File: config.mk
export PLATFORM = sky130hd
export DESIGN_NAME = neuromorphic_x1_ctrl_flat
export DESIGN_NICKNAME = d
export VERILOG_FILES = /design/src/rtl/neuromorphic_x1_ctrl_if.sv /design/src/rtl/neuromorphic_x1_ctrl.sv /design/src/flat_wrapper.sv
export SDC_FILE = /design/constraint.sdc
export NUM_CORES = 1
export LEC_CHECK = 0
export BUFFER_PORTS_ARGS = -buffer_cell sky130_fd_sc_hd__buf_2
export CORE_ASPECT_RATIO = 1.5
export CORE_UTILIZATION = 25
export CTS_BUF_LIST = sky130_fd_sc_hd__clkbuf_4
export DETAILED_ROUTE_END_ITERATION = 8
export PLACE_DENSITY = 0.44
export SLEW_MARGIN = 30
export SYNTH_ARGS = -nofsm -noshare
export SYNTH_HDL_FRONTEND = slang
export SYNTH_SLANG_ARGS = --single-unit
File: constraint.sdc
create_clock -name CLKin -period 2.6 [get_ports CLKin]
set_clock_uncertainty 0.05 [all_clocks]
set_input_delay 0.13 -clock CLKin [delete_from_list [all_inputs] [get_ports CLKin]]
set_output_delay 0.13 -clock CLKin [all_outputs]
set_load 0.005 [all_outputs]
File: src/rtl/neuromorphic_x1_ctrl_if.sv
// Host-side command/response handshake bundle for the X1 macro controller.
// master: host (drives cmd_*, rsp_ready); slave: controller (drives cmd_ready, rsp_*).
interface neuromorphic_x1_ctrl_if;
    logic        cmd_valid;
    logic        cmd_ready;
    logic        cmd_write;
    logic [31:0] cmd_addr;
    logic [31:0] cmd_wdata;
    logic [3:0]  cmd_sel;
    logic        rsp_valid;
    logic        rsp_ready;
    logic [31:0] rsp_rdata;
    logic        rsp_err;

    modport master (
        output cmd_valid, cmd_write, cmd_addr, cmd_wdata, cmd_sel, rsp_ready,
        input  cmd_ready, rsp_valid, rsp_rdata, rsp_err
    );

    modport slave (
        input  cmd_valid, cmd_write, cmd_addr, cmd_wdata, cmd_sel, rsp_ready,
        output cmd_ready, rsp_valid, rsp_rdata, rsp_err
    );
endinterface

File: src/rtl/neuromorphic_x1_ctrl.sv
// Controller bridging a valid/ready host port to the X1 macro EN/func_ack bus.
// Ports: CLKin/RSTin, host (slave modport), macro EN/R_WB/AD/DI/SEL/func_ack/DO, busy, spurious_ack.
module neuromorphic_x1_ctrl #(
    parameter int unsigned ACK_TIMEOUT = 1023
) (
    input  logic                        CLKin,
    input  logic                        RSTin,
    neuromorphic_x1_ctrl_if.slave       host,
    output logic                        EN,
    output logic                        R_WB,
    output logic [31:0]                 AD,
    output logic [31:0]                 DI,
    output logic [3:0]                  SEL,
    input  logic                        func_ack,
    input  logic [31:0]                 DO,
    output logic                        busy,
    output logic                        spurious_ack
);

    localparam logic [1:0] S_IDLE  = 2'd0;
    localparam logic [1:0] S_ISSUE = 2'd1;
    localparam logic [1:0] S_RESP  = 2'd2;

    // Counter value seen on the last allowed EN cycle.
    localparam logic [15:0] WAIT_LAST = 16'(ACK_TIMEOUT - 1);

    logic [1:0]  state_q, state_d;
    logic [31:0] ad_q, ad_d;
    logic [31:0] di_q, di_d;
    logic [3:0]  sel_q, sel_d;
    logic        rwb_q, rwb_d;
    logic [15:0] wcnt_q, wcnt_d;
    logic [31:0] rdata_q, rdata_d;
    logic        err_q, err_d;
    logic        spur_q, spur_d;

    always_comb begin
        state_d = state_q;
        ad_d    = ad_q;
        di_d    = di_q;
        sel_d   = sel_q;
        rwb_d   = rwb_q;
        wcnt_d  = wcnt_q;
        rdata_d = rdata_q;
        err_d   = err_q;
        // An ack is only meaningful while a transaction is on the macro bus.
        spur_d  = spur_q | (func_ack & (state_q != S_ISSUE));

        case (state_q)
            S_IDLE: begin
                if (host.cmd_valid) begin
                    ad_d    = host.cmd_addr;
                    di_d    = host.cmd_wdata;
                    sel_d   = host.cmd_sel;
                    rwb_d   = ~host.cmd_write;
                    wcnt_d  = '0;
                    state_d = S_ISSUE;
                end
            end
            S_ISSUE: begin
                // Ack is checked first so it wins on the timeout cycle.
                if (func_ack) begin
                    rdata_d = rwb_q ? DO : 32'd0;
                    err_d   = 1'b0;
                    state_d = S_RESP;
                end else if (wcnt_q == WAIT_LAST) begin
                    rdata_d = 32'd0;
                    err_d   = 1'b1;
                    state_d = S_RESP;
                end else begin
                    wcnt_d = wcnt_q + 16'd1;
                end
            end
            S_RESP: begin
                if (host.rsp_ready) begin
                    state_d = S_IDLE;
                end
            end
            default: begin
                state_d = S_IDLE;
            end
        endcase
    end

    always_ff @(posedge CLKin) begin
        if (RSTin) begin
            state_q <= S_IDLE;
            ad_q    <= '0;
            di_q    <= '0;
            sel_q   <= '0;
            rwb_q   <= 1'b1;
            wcnt_q  <= '0;
            rdata_q <= '0;
            err_q   <= 1'b0;
            spur_q  <= 1'b0;
        end else begin
            state_q <= state_d;
            ad_q    <= ad_d;
            di_q    <= di_d;
            sel_q   <= sel_d;
            rwb_q   <= rwb_d;
            wcnt_q  <= wcnt_d;
            rdata_q <= rdata_d;
            err_q   <= err_d;
            spur_q  <= spur_d;
        end
    end

    // Ready is masked while reset is held so no command slips in.
    assign host.cmd_ready = (state_q == S_IDLE) & ~RSTin;
    assign host.rsp_valid = (state_q == S_RESP);
    assign host.rsp_rdata = rdata_q;
    assign host.rsp_err   = err_q;

    assign EN           = (state_q == S_ISSUE);
    assign R_WB         = rwb_q;
    assign AD           = ad_q;
    assign DI           = di_q;
    assign SEL          = sel_q;
    assign busy         = (state_q != S_IDLE);
    assign spurious_ack = spur_q;

endmodule

File: src/flat_wrapper.sv
// flat-port wrapper written by rule: the top's interface ports become plain ports
module neuromorphic_x1_ctrl_flat 
#(
    parameter int unsigned ACK_TIMEOUT = 1023
)
  (CLKin, RSTin, EN, R_WB, AD, DI, SEL, func_ack, DO, busy, spurious_ack, host_cmd_valid, host_cmd_write, host_cmd_addr, host_cmd_wdata, host_cmd_sel, host_rsp_ready, host_cmd_ready, host_rsp_valid, host_rsp_rdata, host_rsp_err);
  neuromorphic_x1_ctrl_if host_i ();
  input  logic CLKin;
  input  logic RSTin;
  output logic EN;
  output logic R_WB;
  output logic [31:0] AD;
  output logic [31:0] DI;
  output logic [3:0] SEL;
  input  logic func_ack;
  input  logic [31:0] DO;
  output logic busy;
  output logic spurious_ack;
  input wire logic [$bits(host_i.cmd_valid)-1:0] host_cmd_valid;
  input wire logic [$bits(host_i.cmd_write)-1:0] host_cmd_write;
  input wire logic [$bits(host_i.cmd_addr)-1:0] host_cmd_addr;
  input wire logic [$bits(host_i.cmd_wdata)-1:0] host_cmd_wdata;
  input wire logic [$bits(host_i.cmd_sel)-1:0] host_cmd_sel;
  input wire logic [$bits(host_i.rsp_ready)-1:0] host_rsp_ready;
  output wire logic [$bits(host_i.cmd_ready)-1:0] host_cmd_ready;
  output wire logic [$bits(host_i.rsp_valid)-1:0] host_rsp_valid;
  output wire logic [$bits(host_i.rsp_rdata)-1:0] host_rsp_rdata;
  output wire logic [$bits(host_i.rsp_err)-1:0] host_rsp_err;
  assign host_i.cmd_valid = host_cmd_valid;
  assign host_i.cmd_write = host_cmd_write;
  assign host_i.cmd_addr = host_cmd_addr;
  assign host_i.cmd_wdata = host_cmd_wdata;
  assign host_i.cmd_sel = host_cmd_sel;
  assign host_i.rsp_ready = host_rsp_ready;
  assign host_cmd_ready = host_i.cmd_ready;
  assign host_rsp_valid = host_i.rsp_valid;
  assign host_rsp_rdata = host_i.rsp_rdata;
  assign host_rsp_err = host_i.rsp_err;
  neuromorphic_x1_ctrl #(.ACK_TIMEOUT(ACK_TIMEOUT)) u_core (.CLKin(CLKin), .RSTin(RSTin), .host(host_i), .EN(EN), .R_WB(R_WB), .AD(AD), .DI(DI), .SEL(SEL), .func_ack(func_ack), .DO(DO), .busy(busy), .spurious_ack(spurious_ack));
endmodule
---- Word-level counts from Yosys, hierarchy flattened ----
Cells that the tools add are included.
operators by class
  shift-type cells ........................ 0
  $lt $le $gt $ge ......................... 0
  reductions and logical operators ........ 8
  add/sub/neg operators ................... 1
  bitwise gates (word level) .............. 5
  divide/modulo/power cells ............... 0
  equality and inequality tests ........... 9
  muxes and demuxes ....................... 14
  $mul .................................... 0
operators by type and width
  kind                                              count
  2-to-1 mux 32 bit                                 3
  2-to-1 mux 16 bit                                 3
  case mux 16 bit (2 select lines)                  1
  adder 16 x 1 -> 16 bit (second input constant)    1
  == test 16 x 10 -> 1 bit (second input constant)  1
  2-to-1 mux 2 bit                                  4
  != test 2 bit (second input constant)             4
  case mux 2 bit (3 select lines)                   1
  nonzero test 2 bit                                3
  AND reduction 2 bit                               2
  AND reduction 4 bit                               1
  != test 3 x 1 -> 1 bit (second input constant)    1
  AND reduction 3 bit                               1
  AND 1 bit                                         2
  == test 2 x 1 -> 1 bit (second input constant)    1
  == test 2 bit (second input constant)             1
  zero test 2 bit                                   1
  2-to-1 mux 1 bit                                  2
  != test 2 x 1 -> 1 bit (second input constant)    1
  NOT 1 bit                                         2
  OR 1 bit                                          1
storage, ports and cells
  bits in registers ....................... 121
  input port bits ......................... 106
  ROM bits ................................ 0
  bits in writable memories ............... 0
  output and inout bits ................... 107
  memories kept ........................... 0
  logic and storage cells ................. 46
  bits in latches ......................... 0

---- Logic depth before layout (Yosys ltp) ----
Gate-level depths: netlist of the first run.
  word-level depth ........................ 4
  depth in mapped cells ................... 8
  depth with buffers taken out ............ 6

---- Worst setup path after synthesis of the first run ----
No wires, ideal clock.
  kind .................................... reg2reg
  start ................................... register u_core.wcnt_q[1]
  end ..................................... register u_core.rdata_q[0], in the netlist u_core.host.rsp_rdata[0]
  library setup time ...................... 117 ps
  path slack .............................. 682 ps
  required time ........................... 2433 ps
  buffers on the path ..................... 2
  period minus slack after synthesis ...... 1918 ps
  cell stages (with the launch flop) ...... 8
  arrival ................................. 1751 ps
  cells stage by stage .................... dfxtp_1 -> ha_1 -> nor4bb_1 -> a41o_1 -> buf_6 -> a21oi_1 -> buf_2 -> a22o_1
on the way
  word-level cells in the longest chain between the ends .. 3
ends and longest elaborated chain
  element                               RTL line                     source
  start: declaration                    neuromorphic_x1_ctrl.sv:32   logic [15:0] wcnt_q, wcnt_d;
  start signal: assignment              neuromorphic_x1_ctrl.sv:102  wcnt_q <= wcnt_d;
  == test 16 x 10 -> 1 bit              neuromorphic_x1_ctrl.sv:66   end else if (wcnt_q == WAIT_LAST) begin
  nonzero test 2 bit (no source line)   -
  AND reduction 2 bit (no source line)  -
  end signal: assignment                neuromorphic_x1_ctrl.sv:103  rdata_q <= rdata_d;
  end: declaration                      neuromorphic_x1_ctrl.sv:33   logic [31:0] rdata_q, rdata_d;
No other way between the ends.
A chain may end at the register's enable or synchronous reset.

---- Worst setup path after layout of the first run ----
  start ................................... register u_core.wcnt_q[1]
  end ..................................... register u_core.wcnt_q[8]
on the way
  word-level cells in the longest chain between the ends .. 4
  elaborated cells between the ends (all ways) .. 7
  classes of those cells .................. add/sub (1); eq/ne (2); mux (3); reduce/logical (1)
ends and longest elaborated chain
  element                           RTL line                    source
  adder 16 x 1 -> 16 bit            neuromorphic_x1_ctrl.sv:71  wcnt_d = wcnt_q + 16'd1;
  2-to-1 mux 16 bit                 neuromorphic_x1_ctrl.sv:66
  2-to-1 mux 16 bit                 neuromorphic_x1_ctrl.sv:62  if (func_ack) begin
  case mux 16 bit (2 select lines)  neuromorphic_x1_ctrl.sv:49  case (state_q)
Several ways; a longest one is shown, not always the timed one. The select of a mux whose other input is x is not followed.

==> impl_results.rst, run 1 <==
.. list-table::
   :header-rows: 1

   * - Metric
     - Value
   * - HPWL after detailed placement
     - 10.3 mm
   * - Post-synthesis register bit count
     - 121
   * - Distinct cell type count after synthesis
     - 51
   * - Time the worst path needs with I/O delays and setup
     - 2210 ps
   * - Drt first-iter violations
     - 141
   * - Async set-reset flop share out of synthesis
     - 0%
   * - Clock transition at the register clock pins on the worst setup and hold paths after CTS
     - 120 ps
   * - Startpoint type of the worst setup path
     - flop
   * - Die outline area
     - 18900 um^2
   * - Area used by sequential logic in the layout
     - 2420 um^2
   * - Cells along the critical path
     - ha_1, nor4bb_1, a41o_1, buf_4, nor2_1, a2111oi_0
   * - Antenna violations before repair
     - 2
   * - Average wire per standard cell
     - 14.3 um
   * - Clock tree from TritonCTS
     - done
   * - Most common library cell in the layout ignoring fill and taps
     - buf_2
   * - Effective utilization at floorplan
     - 25.6%
   * - Setup repair after global routing missed its margin
     - no
   * - Number of H-tree branching levels
     - 4
   * - Final Hold Violating Endpoints
     - 0
   * - Synth Warn #
     - 0
   * - Placer's final routability congestion estimate
     - 0.769
   * - Net Count, Synth
     - 626
   * - Result of the run
     - finished, final reports clean
   * - Count of flip-flops with a built-in enable after synthesis
     - 0
   * - Number of buffers created by CTS
     - 17
   * - Highest-count cells in the layout ignoring fill and taps
     - 212 x buf_2, 141 x nand2_1, 121 x dfxtp_1
   * - Worst Path Buf+Inv
     - 1
   * - Antenna-violating nets left
     - 0
   * - Worst Max-Slew Pin Slew
     - 601 ps
   * - Top Ports
     - 213
   * - Via count
     - 4908
   * - Minimum hold slack
     - 85.5 ps
   * - Master cell of the clock root buffer
     - clkbuf_4
   * - Average size of a mapped cell
     - 8.85 um^2
   * - Count of input and output buffers
     - 212
   * - Worst setup path startpoint
     - u_core.wcnt_q[1]$_SDFFE_PP0P_
   * - Share of cells above drive strength 1
     - 32.0%
   * - Crit Path Max Fanout
     - 14
   * - Post-synthesis cell type with the largest combined area
     - dfxtp_1
   * - Pin count of the biggest net entering global routing
     - 56
   * - Family with the most delay on the worst path
     - compound AO/OA/AOI/OAI gates
   * - Net Sw Power
     - 1.14 mW
   * - Static leakage
     - 3.23 nW
   * - Overall routing resource usage
     - 16.2%
   * - Residual DRC count
     - 0
   * - Pwr/cell area
     - 608 nW/um^2
   * - Stage delay of the slowest cell on the critical path
     - 440 ps
   * - Core Box Area
     - 17900 um^2
   * - GRT overflow
     - 0
   * - Routed via count divided by cell count
     - 4.65
   * - Clk sinks
     - 121
   * - Fillers
     - 1844
   * - Relative contribution of combinational cells to total power
     - 14.6%
   * - Final design utilization
     - 40.1%
   * - Pins Over Slew Limit
     - 0
   * - Maximum buffer depth of the clock tree
     - 2
   * - Worst-path cell with the longest stage delay
     - dfxtp_1
   * - Post-route clock period utilization
     - 84.8%
   * - First-pass GRT wire length
     - 24.1 mm
   * - HP Start
     - RSTin
   * - Multi-input gate area
     - 1900 um^2
   * - Proportion of synthesized chip area in sequential cells
     - 52.8%
   * - Via count of the first global-routing pass
     - 4820
   * - Synthesis-to-layout area growth
     - 57.0%
   * - Path type of the worst min-delay path
     - in2reg
   * - Die Height
     - 168 um
   * - Worst IR drop on VDD
     - 333 uV
   * - Number of detailed-routing iterations run before antenna repair
     - 5
   * - Sum of negative setup slack
     - 0 ps
   * - Type of the worst setup path
     - reg2reg
   * - Maximum clock frequency
     - 0.453 GHz
   * - Top cells by area, synth
     - dfxtp_1 53%, nand2_1 12%, a21oi_1 8.4%, a22o_1 6.1%, clkbuf_1 2.5%
   * - Worst slew slack as a fraction of its limit
     - 59.9%
   * - Power share of the sequential group
     - 45.8%
   * - Share of the synthesized area in the top cell type
     - 52.8%
   * - Data arrival, critical path
     - 2590 ps
   * - Origin of the critical flop-to-flop path
     - u_core.wcnt_q[1]$_SDFFE_PP0P_
   * - Area of the mapped netlist
     - 4580 um^2
   * - Buffers inserted during post-CTS setup optimization
     - 0
   * - Critical path required time
     - 2980 ps
   * - Critical path capture point type
     - flop
   * - Std-Cell Rows
     - 60
   * - Number of endpoints failing setup at the final stage
     - 0
   * - Count of maximum capacitance violations
     - 0
   * - Post-synth top flop
     - dfxtp_1
   * - Width of the die
     - 113 um
   * - Clock latency at the later pin of the worst-skew pair
     - 540 ps
   * - Net count of the finished layout
     - 932
   * - Switching power as a share of total power
     - 26.1%
   * - Number of instances resized during post-cts repair
     - 0
   * - Int Pwr
     - 3.23 mW
   * - Total length of routed wires
     - 15.1 mm
   * - Clock network fraction of total power
     - 39.6%
   * - Gate count after technology mapping
     - 518
## flip-flops by register name, indices dropped and copies added (netlist names)
name                   flops
u_core.AD                 32
u_core.DI                 32
u_core.R_WB                1
u_core.SEL                 4
u_core.host.rsp_err        1
u_core.host.rsp_rdata     32
u_core.spurious_ack        1
u_core.state_q             2
u_core.wcnt_q             16
## power groups by stage
stage	Clock, mW	Combinational, mW	Sequential [mW]
after floorplan	0	0.259	2.05
after global placement	0	0.516	2.04
after detailed placement	0	0.523	2.05
after CTS	1.80	0.647	2.01
after global routing	1.88	0.708	2.02
final	1.73	0.641	2.01
## layer usage
metal / track usage (%) / up-vias / part of all wire, %
met5: 0 / - / 0.073
met4: 8.70 / 2 / 3.2
met3: 3.64 / 30 / 3.6
met2: 30.2 / 138 / 55
met1: 16.7 / 2306 / 38
li1: - / 2432 / -
## what timing repair did
| action | in CTS | in global routing |
|---|---|---|
| endpoints found under the setup margin | 0 | 0 |
| hold buffers | 103 | 0 |
| hold endpoints to repair | 106 | 0 |
## through the flow
| stage | std cells | power (mW) | setup slack, ps | area [um^2] |
|---|---|---|---|---|
| 6_report | 1055 | 4.38 | 394 | 7200 |
| 5_1_grt | 1055 | 4.60 | 204 | 7200 |
| 4_1_cts | 1054 | 4.45 | 417 | 7190 |
| 3_5_place_dp | 919 | 2.57 | 443 | 5790 |
| 3_3_place_gp | 919 | 2.56 | 533 | 5790 |
| 2_1_floorplan | 518 | 2.31 | 682 | 4580 |
## cell type report
| cell class | count | area share, % |
|---|---|---|
| multi-input cells | 349 | 26.5 |
| well taps | 217 | 3.77 |
| clock inverters | 15 | 3.44 |
| repair buffers | 329 | 30.5 |
| diodes | 1 | 0.0348 |
| inverters | 6 | 0.313 |
| flip-flops and latches | 121 | 33.7 |
| clock buffers | 17 | 1.77 |
## cells by family (layout without fill, tap and decap cells)
group           Yosys count  after routing  share of synthesized area, %
compound gates          144            144                          20.5
fa+ha+maj                 2              2                         0.546
buf+inv                  48            367                          5.81
flops                   121            121                          52.8
other cells               0              1                             0
simple gates            203            203                          20.3
## worst reg2reg max path, cell delays in order, from the launching register on
cell and delay (ps):
dfxtp_1 440, ha_1 180, nor4bb_1 440, a41o_1 350, buf_4 230, nor2_1 80
a2111oi_0 330
## worst paths after layout
kind / slack (ps) / depth (start not counted) / end
worst max-delay path: 390 / 6 / u_core.wcnt_q[8]$_SDFFE_PP0P_
worst min-delay path: 90 / 4 / u_core.wcnt_q[3]$_SDFFE_PP0P_
worst max register to register: 390 / 6 / u_core.wcnt_q[8]$_SDFFE_PP0P_
worst min register to register: 410 / 2 / u_core.AD[26]$_SDFFE_PP0P_
## synth_stat cells, drive strengths merged, types with 2 or more instances
master  count
nand2     141
dfxtp     121
a21oi      77
clkbuf     36
a22o       32
nor2       13
o211ai      9
nand4       8
a31oi       7
buf         6
or4         6
inv         5
nand3       5
nor3        5
nand4b      4
nor4        4
a32o        2
a41oi       2
ha          2
nor2b       2
nor3b       2
o21ai       2
o31a        2
or2         2
or3         2
(Power assumes the default switching activity.)
==> inputs of run 2 (changes only) <==
Settings changed: PLACE_DENSITY 0.44 to 0.46.
Clock period 2.6 ns to 1.9 ns, I/O delays scaled along.
==> run 2 against run 1 <==
Against the previous run: clock power increased by 9.8%; first-iteration DRC count increased by 29%; total power increased by 27%; via count increased by 1.5%; fmax increased by 18%; utilization increased by 0.68 points; critical path type unchanged; setup slack got worse by 370 ps; cell count increased by 1.8%.
==> impl_results.rst, run 2 (synthesis results as in run 1) <==
.. list-table::
   :header-rows: 1

   * - Metric
     - Value
   * - Share of cells above drive strength 1
     - 34.0% (was 32.0%)
   * - Setup repair after global routing missed its margin
     - yes (was no)
   * - Number of H-tree branching levels
     - 4 (unchanged)
   * - Worst IR drop on VDD
     - 454 uV (was 333 uV)
   * - Post-route clock period utilization
     - 98.6% (was 84.8%)
   * - Worst Reg-to-Reg Cells
     - 7 (was 6)
   * - Time the worst path needs with I/O delays and setup
     - 1870 ps (was 2210 ps)
   * - Net count of the finished layout
     - 951 (was 932)
   * - Synthesis-to-layout area growth
     - 59.6% (was 57.0%)
   * - Critical path required time
     - 2290 ps (was 2980 ps)
   * - Critical path capture point type
     - flop (unchanged)
   * - Placer's final routability congestion estimate
     - 0.770 (was 0.769)
   * - Routed via count divided by cell count
     - 4.64 (was 4.65)
   * - Number of buffers created by CTS
     - 17 (unchanged)
   * - Total length of routed wires
     - 15.2 mm (was 15.1 mm)
   * - Via count
     - 4984 (was 4908)
   * - Clock latency at the later pin of the worst-skew pair
     - 510 ps (was 540 ps)
   * - Type of the worst setup path
     - reg2reg (unchanged)
   * - Data arrival, critical path
     - 2260 ps (was 2590 ps)
   * - Final design utilization
     - 40.8% (was 40.1%)
   * - Static leakage
     - 3.30 nW (was 3.23 nW)
   * - Pins Over Slew Limit
     - 0 (unchanged)
   * - Width of the die
     - 113 um (unchanged)
   * - First-pass GRT wire length
     - 24.5 mm (was 24.1 mm)
   * - Residual DRC count
     - 0 (unchanged)
   * - Hold path depth
     - 5 (was 4)
   * - Clock network fraction of total power
     - 34.3% (was 39.6%)
   * - Path type of the worst min-delay path
     - in2reg (unchanged)
   * - Pwr/cell area
     - 759 nW/um^2 (was 608 nW/um^2)
   * - Highest-count cells in the layout ignoring fill and taps
     - 212 x buf_2, 141 x nand2_1, 116 x dfxtp_1 (was 212 x buf_2, 141 x nand2_1, 121 x dfxtp_1)
   * - Relative contribution of combinational cells to total power
     - 16.3% (was 14.6%)
   * - Pin count of the biggest net entering global routing
     - 50 (was 56)
   * - Most common library cell in the layout ignoring fill and taps
     - buf_2 (unchanged)
   * - Int Pwr
     - 4.04 mW (was 3.23 mW)
   * - Top Ports
     - 213 (unchanged)
   * - Number of endpoints failing setup at the final stage
     - 0 (unchanged)
   * - Antenna violations before repair
     - 1 (was 2)
   * - Minimum hold slack
     - 147 ps (was 85.5 ps)
   * - Clk sinks
     - 121 (unchanged)
   * - Maximum buffer depth of the clock tree
     - 2 (unchanged)
   * - Count of maximum capacitance violations
     - 0 (unchanged)
   * - GRT overflow
     - 0 (unchanged)
   * - Clock transition at the register clock pins on the worst setup and hold paths after CTS
     - 110 ps (was 120 ps)
   * - Worst Max-Slew Pin Slew
     - 528 ps (was 601 ps)
   * - Switching power as a share of total power
     - 27.2% (was 26.1%)
   * - Clock tree from TritonCTS
     - done (unchanged)
   * - Startpoint type of the worst setup path
     - flop (unchanged)
   * - Crit Path Max Fanout
     - 12 (was 14)
   * - Number of detailed-routing iterations run before antenna repair
     - 4 (was 5)
   * - Die outline area
     - 18900 um^2 (unchanged)
   * - Overall routing resource usage
     - 16.4% (was 16.2%)
   * - Sum of negative setup slack
     - 0 ps (unchanged)
   * - Master cell of the clock root buffer
     - clkbuf_4 (unchanged)
   * - Antenna-violating nets left
     - 0 (unchanged)
   * - Power share of the sequential group
     - 49.4% (was 45.8%)
   * - Final Hold Violating Endpoints
     - 0 (unchanged)
   * - Std-Cell Rows
     - 60 (unchanged)
   * - Worst slew slack as a fraction of its limit
     - 64.8% (was 59.9%)
   * - Via count of the first global-routing pass
     - 5087 (was 4820)
   * - HPWL after detailed placement
     - 10.3 mm (about the same)
   * - Drt first-iter violations
     - 182 (was 141)
   * - Core Box Area
     - 17900 um^2 (unchanged)
   * - Count of input and output buffers
     - 212 (unchanged)
   * - Average wire per standard cell
     - 14.2 um (was 14.3 um)
   * - Power consumption
     - 5.55 mW (was 4.38 mW)
   * - Die Height
     - 168 um (unchanged)
   * - Net Sw Power
     - 1.51 mW (was 1.14 mW)
   * - Maximum clock frequency
     - 0.534 GHz (was 0.453 GHz)
   * - Effective utilization at floorplan
     - 25.6% (unchanged)
   * - Result of the run
     - finished, final reports clean (unchanged)
-- run 2: through the flow --
step | worst slack, ps | cells | cell area [um^2]
floorplan | 46.9 | 518 | 4590
global placement | 23.3 | 936 | 5960
detailed placement | -37.0 | 936 | 5960
CTS | 9.18 | 1072 | 7300
global route | -70.0 | 1074 | 7320
finish | 26.6 | 1074 | 7320
-- run 2: timing repair --
item / in CTS / in global routing
endpoints found under the hold margin: 115 / 0
resized for setup: 3 / 5
setup endpoints to repair: 39 / 43
pin swaps: 2 / 5
hold buffers: 104 / 0
cloned: 0 / 0
buffers inserted: 0 / 1
-- run 2: layer usage --
metal	wire (um)	GRT usage (%)
met1	5840	16.4
met2	8490	31.3
met3	508	3.60
met4	384	8.58
met5	0	0
-- run 2: final timing paths --
kind / endpoint / slack [ps] / from
worst max-delay path: u_core.wcnt_q[15]$_SDFFE_PP0P_ / 30 / u_core.wcnt_q[0]$_SDFFE_PP0P_
worst min-delay path: u_core.DI[30]$_SDFFE_PP0P_ / 150 / host_cmd_valid
worst max register to register: u_core.wcnt_q[15]$_SDFFE_PP0P_ / 30 / u_core.wcnt_q[0]$_SDFFE_PP0P_
worst min register to register: u_core.AD[21]$_SDFFE_PP0P_ / 410 / u_core.AD[21]$_SDFFE_PP0P_
-- run 2: final cells by class --
class                           count  area [um^2]
Tap cell                          217          272
Timing Repair Buffer              348         2380
Antenna cell                        1         2.50
Fill cell                        1819        10600
Clock inverter                     14          156
Multi-Input combinational cell    349         1920
Sequential cell                   121         2430
Clock buffer                       18          135
Inverter                            6         23.8
-- run 2: power by group through the flow --
stage          Combinational, mW  Clock [mW]  Sequential, mW
6_report                   0.905        1.90            2.74
5_1_grt                     1.00        2.10            2.76
4_1_cts                    0.913        2.00            2.74
3_5_place_dp               0.743           0            2.80
3_3_place_gp               0.732           0            2.80
2_1_floorplan              0.355           0            2.81
-- run 2: critical path, cell delays in order, from the launching register on --
cell	delay [ps]
dfxtp_2	340
inv_1	50
ha_1	190
nor4bb_4	160
a41o_1	190
buf_4	170
or4_1	480
a31oi_1	170
==> inputs of run 3 (changes only) <==
Settings changed: CORE_UTILIZATION 25 to 43, MAX_ROUTING_LAYER set to met4, PLACE_DENSITY 0.46 to 0.74.
==> run 3 against run 2 <==
Against the previous run: the flow now finishes with violations (setup timing); wire length increased by 6.6%; register-to-register slack about the same; total power is 1.6% higher; critical endpoint is now host_cmd_ready; setup slack got worse by 47 ps; largest cell class unchanged; die area decreased by 41%; highest routed layer unchanged; fmax is 2.4% lower; sequential power barely moved; global-route usage increased by 13 points; sequential share of layout area rose by 0.058 points.
==> impl_results.rst, run 3 (synthesis results as in run 1) <==
.. list-table::
   :header-rows: 1

   * - Metric
     - Value
   * - Top Ports
     - 213 (unchanged)
   * - Worst slack, placed
     - -114 ps (was -37.0 ps)
   * - Cells along the critical path
     - dlygate4sd3_1, buf_2, buf_12, buf_4, nor2_1, buf_2 (was inv_1, ha_1, nor4bb_4, a41o_1, buf_4, or4_1, a31oi_1)
   * - Clk sinks
     - 121 (unchanged)
   * - Number of stages on the worst setup path
     - 6 (was 7)
   * - Worst-case setup margin in the final layout
     - -20.2 ps (was 26.6 ps)
   * - Die Height
     - 128 um (was 168 um)
   * - Routed via count divided by cell count
     - 5.29 (was 4.64)
   * - Total length of routed wires
     - 16.2 mm (was 15.2 mm)
   * - Via count
     - 5259 (was 4984)
   * - Crit Path Max Fanout
     - 56 (was 12)
   * - Fillers
     - 766 (was 1819)
   * - Count of maximum capacitance violations
     - 0 (unchanged)
   * - Synthesis-to-layout area growth
     - 60.6% (was 59.6%)
   * - Stage delay of the slowest cell on the critical path
     - 570 ps (was 480 ps)
   * - Pins Over Slew Limit
     - 0 (unchanged)
   * - Antenna-violating nets left
     - 0 (unchanged)
   * - Multi-input gate area
     - 1980 um^2 (was 1920 um^2)
   * - Worst slew slack as a fraction of its limit
     - 57.5% (was 64.8%)
   * - Setup repair after global routing missed its margin
     - yes (unchanged)
   * - Residual DRC count
     - 0 (unchanged)
   * - Clock latency at the later pin of the worst-skew pair
     - 510 ps (about the same)
   * - Hold path depth
     - 3 (was 5)
   * - Average wire per standard cell
     - 16.3 um (was 14.2 um)
   * - Master cell of the clock root buffer
     - clkbuf_4 (unchanged)
   * - Time the worst path needs with I/O delays and setup
     - 1920 ps (was 1870 ps)
   * - Pin count of the biggest net entering global routing
     - 57 (was 50)
   * - Type of the worst setup path
     - in2out (was reg2reg)
   * - Number of endpoints failing setup at the final stage
     - 1 (was 0)
   * - Most common library cell in the layout ignoring fill and taps
     - buf_2 (unchanged)
   * - Worst Max-Slew Pin Slew
     - 634 ps (was 528 ps)
   * - Total non-filler cell area in the finished layout
     - 7360 um^2 (was 7320 um^2)
   * - Die outline area
     - 11100 um^2 (was 18900 um^2)
   * - Pwr/cell area
     - 766 nW/um^2 (was 759 nW/um^2)
   * - Worst-path cell with the longest stage delay
     - dlygate4sd3_1 (was or4_1)
   * - Maximum clock frequency
     - 0.521 GHz (was 0.534 GHz)
   * - Number of detailed-routing iterations run before antenna repair
     - 5 (was 4)
   * - Placer's final routability congestion estimate
     - 0.887 (was 0.770)
   * - Worst Reg-to-Reg Cells
     - 6 (was 7)
   * - Area used by sequential logic in the layout
     - 2450 um^2 (was 2430 um^2)
   * - HP Start
     - host_cmd_valid (unchanged)
   * - Highest-count cells in the layout ignoring fill and taps
     - 212 x buf_2, 141 x nand2_1, 109 x dfxtp_1 (was 212 x buf_2, 141 x nand2_1, 116 x dfxtp_1)
   * - Static leakage
     - 3.35 nW (was 3.30 nW)
   * - Clock tree from TritonCTS
     - done (unchanged)
   * - Worst setup path startpoint
     - RSTin (was u_core.wcnt_q[0]$_SDFFE_PP0P_)
   * - Effective utilization at floorplan
     - 44.7% (was 25.6%)
   * - Post-route clock period utilization
     - 101% (was 98.6%)
   * - Power consumption
     - 5.64 mW (was 5.55 mW)
   * - Path type of the worst min-delay path
     - in2reg (unchanged)
   * - Family with the most delay on the worst path
     - buffers and inverters (was simple AND/OR/NAND/NOR gates)
   * - Critical path required time
     - 1750 ps (was 2290 ps)
   * - Count of input and output buffers
     - 212 (unchanged)
   * - Startpoint type of the worst setup path
     - input port (was flop)
   * - Data arrival, critical path
     - 1780 ps (was 2260 ps)
   * - Antenna violations before repair
     - 0 (was 1)
   * - Number of buffers created by CTS
     - 17 (unchanged)
   * - Violations in the final reports
     - setup timing
   * - Critical path capture point type
     - output port (was flop)
   * - Origin of the critical flop-to-flop path
     - u_core.wcnt_q[1]$_SDFFE_PP0P_ (was u_core.wcnt_q[0]$_SDFFE_PP0P_)
   * - Net count of the finished layout
     - 948 (was 951)
   * - Clock transition at the register clock pins on the worst setup and hold paths after CTS
     - 100 ps (was 110 ps)
   * - Worst Path Buf+Inv
     - 5 (was 2)
   * - Critical path's most frequent cell
     - buf_2
   * - Overall routing resource usage
     - 29.9% (was 16.4%)
   * - HPWL after detailed placement
     - 9.03 mm (was 10.3 mm)
   * - Result of the run
     - finished, violations left (was finished, final reports clean)
   * - Drt first-iter violations
     - 337 (was 182)
   * - GRT overflow
     - 0 (unchanged)
   * - Std-Cell Rows
     - 45 (was 60)
   * - Final Hold Violating Endpoints
     - 0 (unchanged)
   * - Width of the die
     - 86.3 um (was 113 um)
   * - Core Box Area
     - 10200 um^2 (was 17900 um^2)
   * - Number of H-tree branching levels
     - 4 (unchanged)
   * - First-pass GRT wire length
     - 25.0 mm (was 24.5 mm)
   * - Share of cells above drive strength 1
     - 35.8% (was 34.0%)
   * - Cell area after placement
     - 5820 um^2 (was 5960 um^2)
   * - Via count of the first global-routing pass
     - 5377 (was 5087)
   * - Worst IR drop on VDD
     - 617 uV (was 454 uV)
   * - Sum of negative setup slack
     - -20.2 ps (was 0 ps)
   * - Maximum buffer depth of the clock tree
     - 2 (unchanged)
run 3: changes by cell type in the layout (fill, tap and decap cells not counted), sizes merged:
cell / before / now
clkinv: 9 / 6
clkbuf: 18 / 19
inv: 5 / 9
buf: 244 / 239
run 3: metal layers:
layer / track usage, % / part of all wire [%] / vias up
li1: - / - / 2465
met1: 28.8 / 36 / 2455
met2: 52.6 / 54 / 255
met3: 6.99 / 4.7 / 84
met4: 20.0 / 5.8 / 0
met5: - / 0 / -
run 3: cell type report:
cell class | instances | area share, %
multi-input combinational | 349 | 27.0
timing repair buffer | 345 | 32.9
antenna | 1 | 0.0340
clock buffer | 17 | 1.73
inverter | 6 | 0.340
tap | 141 | 2.40
sequential | 121 | 33.2
clock inverter | 15 | 2.38
run 3: final timing paths:
path,end,slack [ps]
hold / removal,u_core.R_WB$_SDFFE_PP1P_,140
setup reg to reg,u_core.wcnt_q[10]$_SDFFE_PP0P_,20
hold reg to reg,u_core.DI[11]$_SDFFE_PP0P_,410
setup / recovery,host_cmd_ready,-20
run 3: per-stage QoR:
| step | std cells | utilization (%) | hold slack [ps] |
|---|---|---|---|
| floorplan | 518 | - | 171 |
| CTS | 988 | 70.0 | 94.5 |
| detailed placement | 852 | 56.8 | 256 |
| finish | 995 | 71.8 | 144 |
| global route | 994 | 71.8 | 118 |
| global placement | 852 | 56.8 | 255 |
run 3: worst reg2reg max path, cell delays in order, from the launching register on:
cell,delay (ps)
dfxtp_2,380
buf_6,120
ha_1,220
nand4_1,310
o311a_2,430
a41oi_1,180
nand2_1,80
run 3: report_power, final:
| group | switching, mW | internal [mW] |
|---|---|---|
| clock network | 1.03 | 0.916 |
| registers | 0.0748 | 2.67 |
| logic | 0.474 | 0.483 |
run 3: timing repair:
| action | in CTS | in global routing |
|---|---|---|
| resized for setup | 5 | 32 |
| cloned | 0 | 3 |
| setup endpoints to repair | 34 | 18 |
| hold endpoints to repair | 115 | 0 |
| pin swaps | 4 | 36 |
| hold buffers | 104 | 0 |
| setup buffers | 0 | 3 |
